<file path="src/rtl/fp_mul_pipe.sv">
`default_nettype none
// ============================================================================
// Module   : fp_mul_pipe
// Brief    : 3-stage pipelined floating-point multiplier with valid/ready
//            handshakes, flush-to-zero and five rounding modes.
// Revision : 1.0 - initial release
// ============================================================================
module fp_mul_pipe #(
    parameter int EXP_W = 8,
    parameter int FRC_W = 23
) (
    input  logic                 clk,
    input  logic                 rst_n,
    input  logic                 in_valid,
    output logic                 in_ready,
    input  logic [EXP_W+FRC_W:0] fp_X,
    input  logic [EXP_W+FRC_W:0] fp_Y,
    input  logic [2:0]           r_mode,
    output logic                 out_valid,
    input  logic                 out_ready,
    output logic [EXP_W+FRC_W:0] fp_Z,
    output logic                 ovrf,
    output logic                 udrf,
    output logic                 zer,
    output logic                 inf,
    output logic                 nan
);
    localparam int c_PW = 2*FRC_W + 2;
    localparam int c_EW = EXP_W + 2;
    localparam logic [c_EW-1:0] c_BIAS = c_EW'((1 << (EXP_W-1)) - 1);
    localparam logic [c_EW-1:0] c_ONE  = c_EW'(1);
    localparam logic [c_EW-1:0] c_EMAX = c_EW'((1 << EXP_W) - 1);
    localparam logic [2:0] c_RTZ = 3'b001;
    localparam logic [2:0] c_RDN = 3'b010;
    localparam logic [2:0] c_RUP = 3'b011;
    localparam logic [2:0] c_RMM = 3'b100;

    // Stall chain: each stage may load when empty or when its successor moves.
    logic r_v1, r_v2, r_v3;
    logic w_en1, w_en2, w_en3;
    assign w_en3    = !r_v3 || out_ready;
    assign w_en2    = !r_v2 || w_en3;
    assign w_en1    = !r_v1 || w_en2;
    assign in_ready = w_en1;

    // ---------------- S1: unpack / multiply ----------------
    logic [EXP_W-1:0] w_ex, w_ey;
    logic [FRC_W-1:0] w_fx, w_fy;
    logic             w_zx, w_zy, w_ix, w_iy, w_nx, w_ny;
    logic [c_PW-1:0]  w_mx, w_my, w_prod;
    logic [c_EW-1:0]  w_esum;

    assign w_ex   = fp_X[FRC_W +: EXP_W];
    assign w_ey   = fp_Y[FRC_W +: EXP_W];
    assign w_fx   = fp_X[FRC_W-1:0];
    assign w_fy   = fp_Y[FRC_W-1:0];
    assign w_zx   = (w_ex == '0);
    assign w_zy   = (w_ey == '0);
    assign w_ix   = (w_ex == '1) && (w_fx == '0);
    assign w_iy   = (w_ey == '1) && (w_fy == '0);
    assign w_nx   = (w_ex == '1) && (w_fx != '0);
    assign w_ny   = (w_ey == '1) && (w_fy != '0);
    assign w_mx   = {{(FRC_W+1){1'b0}}, 1'b1, w_fx};
    assign w_my   = {{(FRC_W+1){1'b0}}, 1'b1, w_fy};
    assign w_prod = w_mx * w_my;
    assign w_esum = {2'b00, w_ex} + {2'b00, w_ey} - c_BIAS;

    logic            r_s1_sign, r_s1_nan, r_s1_inf, r_s1_zero;
    logic [2:0]      r_s1_mode;
    logic [c_PW-1:0] r_s1_prod;
    logic [c_EW-1:0] r_s1_esum;

    always_ff @(posedge clk or negedge rst_n) begin
        if (!rst_n) begin
            r_v1      <= 1'b0;
            r_s1_sign <= 1'b0;
            r_s1_nan  <= 1'b0;
            r_s1_inf  <= 1'b0;
            r_s1_zero <= 1'b0;
            r_s1_mode <= '0;
            r_s1_prod <= '0;
            r_s1_esum <= '0;
        end else if (w_en1) begin
            r_v1      <= in_valid;
            r_s1_sign <= fp_X[EXP_W+FRC_W] ^ fp_Y[EXP_W+FRC_W];
            r_s1_nan  <= w_nx || w_ny || (w_ix && w_zy) || (w_iy && w_zx);
            r_s1_inf  <= w_ix || w_iy;
            r_s1_zero <= w_zx || w_zy;
            r_s1_mode <= r_mode;
            r_s1_prod <= w_prod;
            r_s1_esum <= w_esum;
        end
    end

    // ---------------- S2: normalise / round ----------------
    logic [FRC_W:0]   w_sig;
    logic             w_g, w_st, w_inc;
    logic [FRC_W+1:0] w_rnd;
    logic [c_EW-1:0]  w_exp_n, w_exp_r;
    logic [FRC_W-1:0] w_frac_r;

    always_comb begin
        w_sig   = '0;
        w_g     = 1'b0;
        w_st    = 1'b0;
        w_exp_n = r_s1_esum;
        if (r_s1_prod[c_PW-1]) begin
            w_sig   = r_s1_prod[c_PW-1 -: FRC_W+1];
            w_g     = r_s1_prod[FRC_W];
            w_st    = |r_s1_prod[FRC_W-1:0];
            w_exp_n = r_s1_esum + c_ONE;
        end else begin
            w_sig   = r_s1_prod[c_PW-2 -: FRC_W+1];
            w_g     = r_s1_prod[FRC_W-1];
            w_st    = |r_s1_prod[FRC_W-2:0];
        end

        w_inc = 1'b0;
        case (r_s1_mode)
            c_RTZ:   w_inc = 1'b0;
            c_RDN:   w_inc = r_s1_sign && (w_g || w_st);
            c_RUP:   w_inc = !r_s1_sign && (w_g || w_st);
            c_RMM:   w_inc = w_g;
            default: w_inc = w_g && (w_st || w_sig[0]);
        endcase

        w_rnd = {1'b0, w_sig} + {{(FRC_W+1){1'b0}}, w_inc};
        // Carry out of the rounding add means the significand became 10.000...
        if (w_rnd[FRC_W+1]) begin
            w_exp_r  = w_exp_n + c_ONE;
            w_frac_r = '0;
        end else begin
            w_exp_r  = w_exp_n;
            w_frac_r = w_rnd[FRC_W-1:0];
        end
    end

    logic             r_s2_sign, r_s2_nan, r_s2_inf, r_s2_zero;
    logic [2:0]       r_s2_mode;
    logic [c_EW-1:0]  r_s2_exp;
    logic [FRC_W-1:0] r_s2_frac;

    always_ff @(posedge clk or negedge rst_n) begin
        if (!rst_n) begin
            r_v2      <= 1'b0;
            r_s2_sign <= 1'b0;
            r_s2_nan  <= 1'b0;
            r_s2_inf  <= 1'b0;
            r_s2_zero <= 1'b0;
            r_s2_mode <= '0;
            r_s2_exp  <= '0;
            r_s2_frac <= '0;
        end else if (w_en2) begin
            r_v2      <= r_v1;
            r_s2_sign <= r_s1_sign;
            r_s2_nan  <= r_s1_nan;
            r_s2_inf  <= r_s1_inf;
            r_s2_zero <= r_s1_zero;
            r_s2_mode <= r_s1_mode;
            r_s2_exp  <= w_exp_r;
            r_s2_frac <= w_frac_r;
        end
    end

    // ---------------- S3: exceptions / pack ----------------
    logic [EXP_W+FRC_W:0] w_z;
    logic                 w_ovrf, w_udrf, w_zer, w_inf, w_nan;
    logic                 w_uf, w_of, w_to_inf;

    assign w_uf     = r_s2_exp[c_EW-1] || (r_s2_exp == '0);
    assign w_of     = !r_s2_exp[c_EW-1] && (r_s2_exp >= c_EMAX);
    assign w_to_inf = !((r_s2_mode == c_RTZ) ||
                        (r_s2_mode == c_RDN && !r_s2_sign) ||
                        (r_s2_mode == c_RUP && r_s2_sign));

    always_comb begin
        w_z    = '0;
        w_ovrf = 1'b0;
        w_udrf = 1'b0;
        w_zer  = 1'b0;
        w_inf  = 1'b0;
        w_nan  = 1'b0;
        if (r_s2_nan) begin
            w_z   = {1'b0, {EXP_W{1'b1}}, 1'b1, {(FRC_W-1){1'b0}}};
            w_nan = 1'b1;
        end else if (r_s2_inf) begin
            w_z   = {r_s2_sign, {EXP_W{1'b1}}, {FRC_W{1'b0}}};
            w_inf = 1'b1;
        end else if (r_s2_zero) begin
            w_z   = {r_s2_sign, {(EXP_W+FRC_W){1'b0}}};
            w_zer = 1'b1;
        end else if (w_uf) begin
            w_z    = {r_s2_sign, {(EXP_W+FRC_W){1'b0}}};
            w_udrf = 1'b1;
            w_zer  = 1'b1;
        end else if (w_of) begin
            w_ovrf = 1'b1;
            if (w_to_inf) begin
                w_z   = {r_s2_sign, {EXP_W{1'b1}}, {FRC_W{1'b0}}};
                w_inf = 1'b1;
            end else begin
                w_z = {r_s2_sign, {(EXP_W-1){1'b1}}, 1'b0, {FRC_W{1'b1}}};
            end
        end else begin
            w_z = {r_s2_sign, r_s2_exp[EXP_W-1:0], r_s2_frac};
        end
    end

    logic [EXP_W+FRC_W:0] r_z;
    logic [4:0]           r_flags;

    // A bubble entering the output register clears it so idle outputs read 0.
    always_ff @(posedge clk or negedge rst_n) begin
        if (!rst_n) begin
            r_v3    <= 1'b0;
            r_z     <= '0;
            r_flags <= '0;
        end else if (w_en3) begin
            r_v3 <= r_v2;
            if (r_v2) begin
                r_z     <= w_z;
                r_flags <= {w_ovrf, w_udrf, w_zer, w_inf, w_nan};
            end else begin
                r_z     <= '0;
                r_flags <= '0;
            end
        end
    end

    assign out_valid = r_v3;
    assign fp_Z      = r_z;
    assign ovrf      = r_flags[4];
    assign udrf      = r_flags[3];
    assign zer       = r_flags[2];
    assign inf       = r_flags[1];
    assign nan       = r_flags[0];

endmodule
`default_nettype wire

</file>
<file path="config.mk">
export PLATFORM = sky130hd
export DESIGN_NAME = fp_mul_pipe
export DESIGN_NICKNAME = d
export VERILOG_FILES = /design/src/rtl/fp_mul_pipe.sv
export SDC_FILE = /design/constraint.sdc
export NUM_CORES = 2
export LEC_CHECK = 0
export CAP_MARGIN = 25
export CORE_AREA = 2 2 267 269
export CTS_CLUSTER_DIAMETER = 60
export DETAILED_ROUTE_END_ITERATION = 7
export DIE_AREA = 0 0 269 271
export GPL_TIMING_DRIVEN = 0
export PLACE_DENSITY_LB_ADDON = 0.3
export SYNTH_ARGS = -nofsm -noshare
export SYNTH_HDL_FRONTEND = slang
export SYNTH_SLANG_ARGS = --single-unit
</file>
<file path="constraint.sdc">
create_clock -name clk -period 4.75 [get_ports clk]
set_input_delay 0.95 -clock clk [delete_from_list [all_inputs] [get_ports clk]]
set_output_delay 0.95 -clock clk [all_outputs]
set_load 0.005 [all_outputs]
</file>
==> results.txt <==
final wirelength: 92,100 um
# hold bufs at CTS: 0
synth top area cells: fa_1, dfrtp_1, ha_1
clock buffer count from CTS: 17
Tcrit/Tclk final: 1.45
Critical Path End Type: flop
outcome: complete, but fails checks
die width: 269 um
most frequent CP cell: fa_2
syn_area_per_cell: 8.72 um^2
Worst setup SP type: input pin
Worst setup startpoint: fp_X[21]
drt pass-1 iters: 7
drt drc: 0
worst-skew pair later-pin latency: 0.43 ns
fin area: 34,100 um^2
fin crit period: 6.88 ns
Die Area: 72,900 um^2
Slew headroom: 0.392
Final Hold Fails: 0
core area: 69,800 um^2
register bit total from synthesis: 145
MaxCap Viol Count: 0
antenna viol nets, final: 0
Slew @ Worst Pin: 0.904 ns
post-synth cell types: 64
via/cell ratio: 5.12
Hold WS: 0.461 ns
hold-critical path depth: 2
worst r2r src: r_s1_prod[47]$_DFFE_PN0P_
failing checks: setup timing
I/O Pins: 110
most common cell after layout, fill and taps aside: inv_1
top cell type's share of synthesized area: 0.366
most frequent cells in the layout: inv_1, fa_1, nand2_1, and2_1, ha_1
GRT overflow: 0
max incr delay on CP: 0.66 ns
Hold WC Path Type: flop to flop
Starting Density: 0.378
Post-synth EDFFs: 0
buffer and inverter count on the worst path: 9
leading area contributor after synthesis: fa_1
total number of vias: 21,900
number of nets in the layout: 4,075
Ys Warns: 0
Async SR Flop Fraction: 1.00
Final GP Congestion: 0.984
largest net degree at the start of global routing: 82
Die Y: 271 um
Synth Flop Type: dfrtp_1
RSZ-0062 raised after global routing: yes
Stages on worst setup path: 24
Synth Instances: 3,025
Area after DPL: 29,800 um^2
P&R area growth vs syn: 29.3%
number of buffer cells added on primary ports: 108
root buffer cell: clkbuf_16
antenna violations before repair: 4
Setup WS pre-CTS: -4.04 ns
classification of the worst setup path: input pin to flop
final slew viol count: 0
final worst setup slack: -2.13 ns
WL/cell: 21.5 um
r2r endpoint: r_s2_exp[9]$_DFFE_PN0P_
Worst R2R Setup Slack: 0.26 ns
Critical Path AT: 7.16 ns
Reg2Reg Depth: 17
Clock Pin Slew Worst Setup and Hold Paths: 0.06 ns
worst clock skew: 0.00885 ns
TritonCTS clock tree: done
crit path max fanout: 6
Starting DRT DRC Count: 1,536
Finish-stage setup viols: 40
standard-cell rows: 97
sequential fraction of the synthesis area: 0.138
CP Data Required Time: 5.03 ns
number of global-route vias before repair: 22,600
fmax: 0.145 GHz
worst path cell trace: buf_12 -> clkbuf_16 -> and2_4 -> fa_1 -> fa_2 -> inv_2 -> fa_2 -> fa_2 -> inv_2 -> fa_2 -> fa_1 -> inv_1 -> fa_2 -> inv_2 -> ha_4 -> nand4_1 -> buf_4 -> a2111oi_4 -> o211ai_1 -> buf_4 -> buf_6 -> and3b_1 -> xor2_1 -> a21oi_1
syn_nets: 3,771
CTS Buffer Depth: 2
first-pass GRT wire length: 139,000 um
Worst path slowest cell: fa_2
post-DP HPWL: 71,300 um
clock sinks: 145
GRT Overall Usage: 0.256
CP delay by family, top: adder cells
layout cells sized above 1: 0.202
Netlist Area Pre-Place: 26,400 um^2
critical path endpoint: r_s1_prod[40]$_DFFE_PN0P_
H-tree levels: 4
-- cell families (layout without fill, tap and decap cells) --
| family | after synthesis | count (layout) | synth area share |
|---|---|---|---|
| and+or+nand+nor | 1028 | 1028 | 0.185 |
| DFF | 145 | 145 | 0.138 |
| adders and majority gates | 675 | 675 | 0.458 |
| other | 0 | 1 | 0 |
| buffers and inverters | 752 | 1069 | 0.108 |
| muxes | 23 | 23 | 0.00906 |
| AOI/OAI and AO/OA | 306 | 306 | 0.0714 |
| xor gates and xnor gates | 96 | 96 | 0.0319 |
-- area by class of cell --
cell class | instances | area (um^2)
fill | 6582 | 35700
multi-input combinational | 2128 | 21300
sequential | 145 | 3630
timing repair buffer | 293 | 3030
inverter | 601 | 2340
buffer | 143 | 2070
tap | 940 | 1180
clock buffer | 20 | 447
clock inverter | 12 | 131
antenna | 1 | 2.50
-- per-layer routing --
metal  global-route usage  vias to the layer above  share of wire
met3               0.0542                      238          0.090
li1                     -                     9836              -
met4               0.0961                        6          0.045
met2                0.405                      952           0.45
met1                0.342                    10900           0.41
met5                    0                        -        0.00041
-- worst min-delay path by stage --
stage,to,startpoint
after floorplan,r_v2$_DFFE_PN0P_,r_v1$_DFFE_PN0P_
after global placement,fp_Z[25]$_DFFE_PN0P_,fp_Z[25]$_DFFE_PN0P_
after detailed placement,r_s2_mode[1]$_DFFE_PN0P_,r_s2_mode[1]$_DFFE_PN0P_
after CTS,r_flags[0]$_DFFE_PN0P_,r_flags[0]$_DFFE_PN0P_
after global routing,fp_Z[24]$_DFFE_PN0P_,fp_Z[24]$_DFFE_PN0P_
final,r_flags[0]$_DFFE_PN0P_,r_flags[0]$_DFFE_PN0P_
-- sequential cells by signal, summed over array words and instances (netlist names) --
name and flops:
fp_Z 32, out_valid 1, r_flags 5, r_s1_esum 10, r_s1_inf 1, r_s1_mode 3, r_s1_nan 1, r_s1_prod 48
r_s1_sign 1, r_s1_zero 1, r_s2_exp 10, r_s2_frac 23, r_s2_inf 1, r_s2_mode 3, r_s2_nan 1, r_s2_sign 1
r_s2_zero 1, r_v1 1, r_v2 1
-- worst register-to-register path: stages, from the launching register on --
cell	delay (ns)
dfrtp_1	0.45
buf_4	0.30
mux2_2	0.26
o32ai_1	0.08
nand2_1	0.07
a21oi_1	0.06
nor2_1	0.25
ha_1	0.27
ha_1	0.25
nand3_1	0.12
or4_1	0.53
buf_2	0.19
nor3b_4	0.29
and4_1	0.29
or4b_4	0.51
nand3b_1	0.19
xnor2_1	0.15
a21oi_1	0.08
-- through the flow --
stage,TNS [ns],std cells,util
finish,-67.18,4283,0.489
global route,-73.07,4283,0.489
CTS,-64.54,4221,0.473
detailed placement,-133.24,4074,0.427
global placement,-594.76,4073,0.426
floorplan,-57.61,3025,-
-- Yosys cell counts, drive strengths merged, types with 47 or more instances --
master	instances
a21oi	91
and2	251
clkbuf	137
dfrtp	145
fa	483
ha	192
inv	598
nand2	452
nor2	167
o21ai	85
xnor2	49
xor2	47
-- repair_timing --
item                       CTS  global route
gates cloned                 4             2
buffers inserted           114            68
setup endpoints to repair   45            45
pin swaps                  130           146
resized for setup          630           197
Power is left out: the tool's default activity adds up to more than one toggle a clock period on the data nets, which glitch-free logic cannot reach.
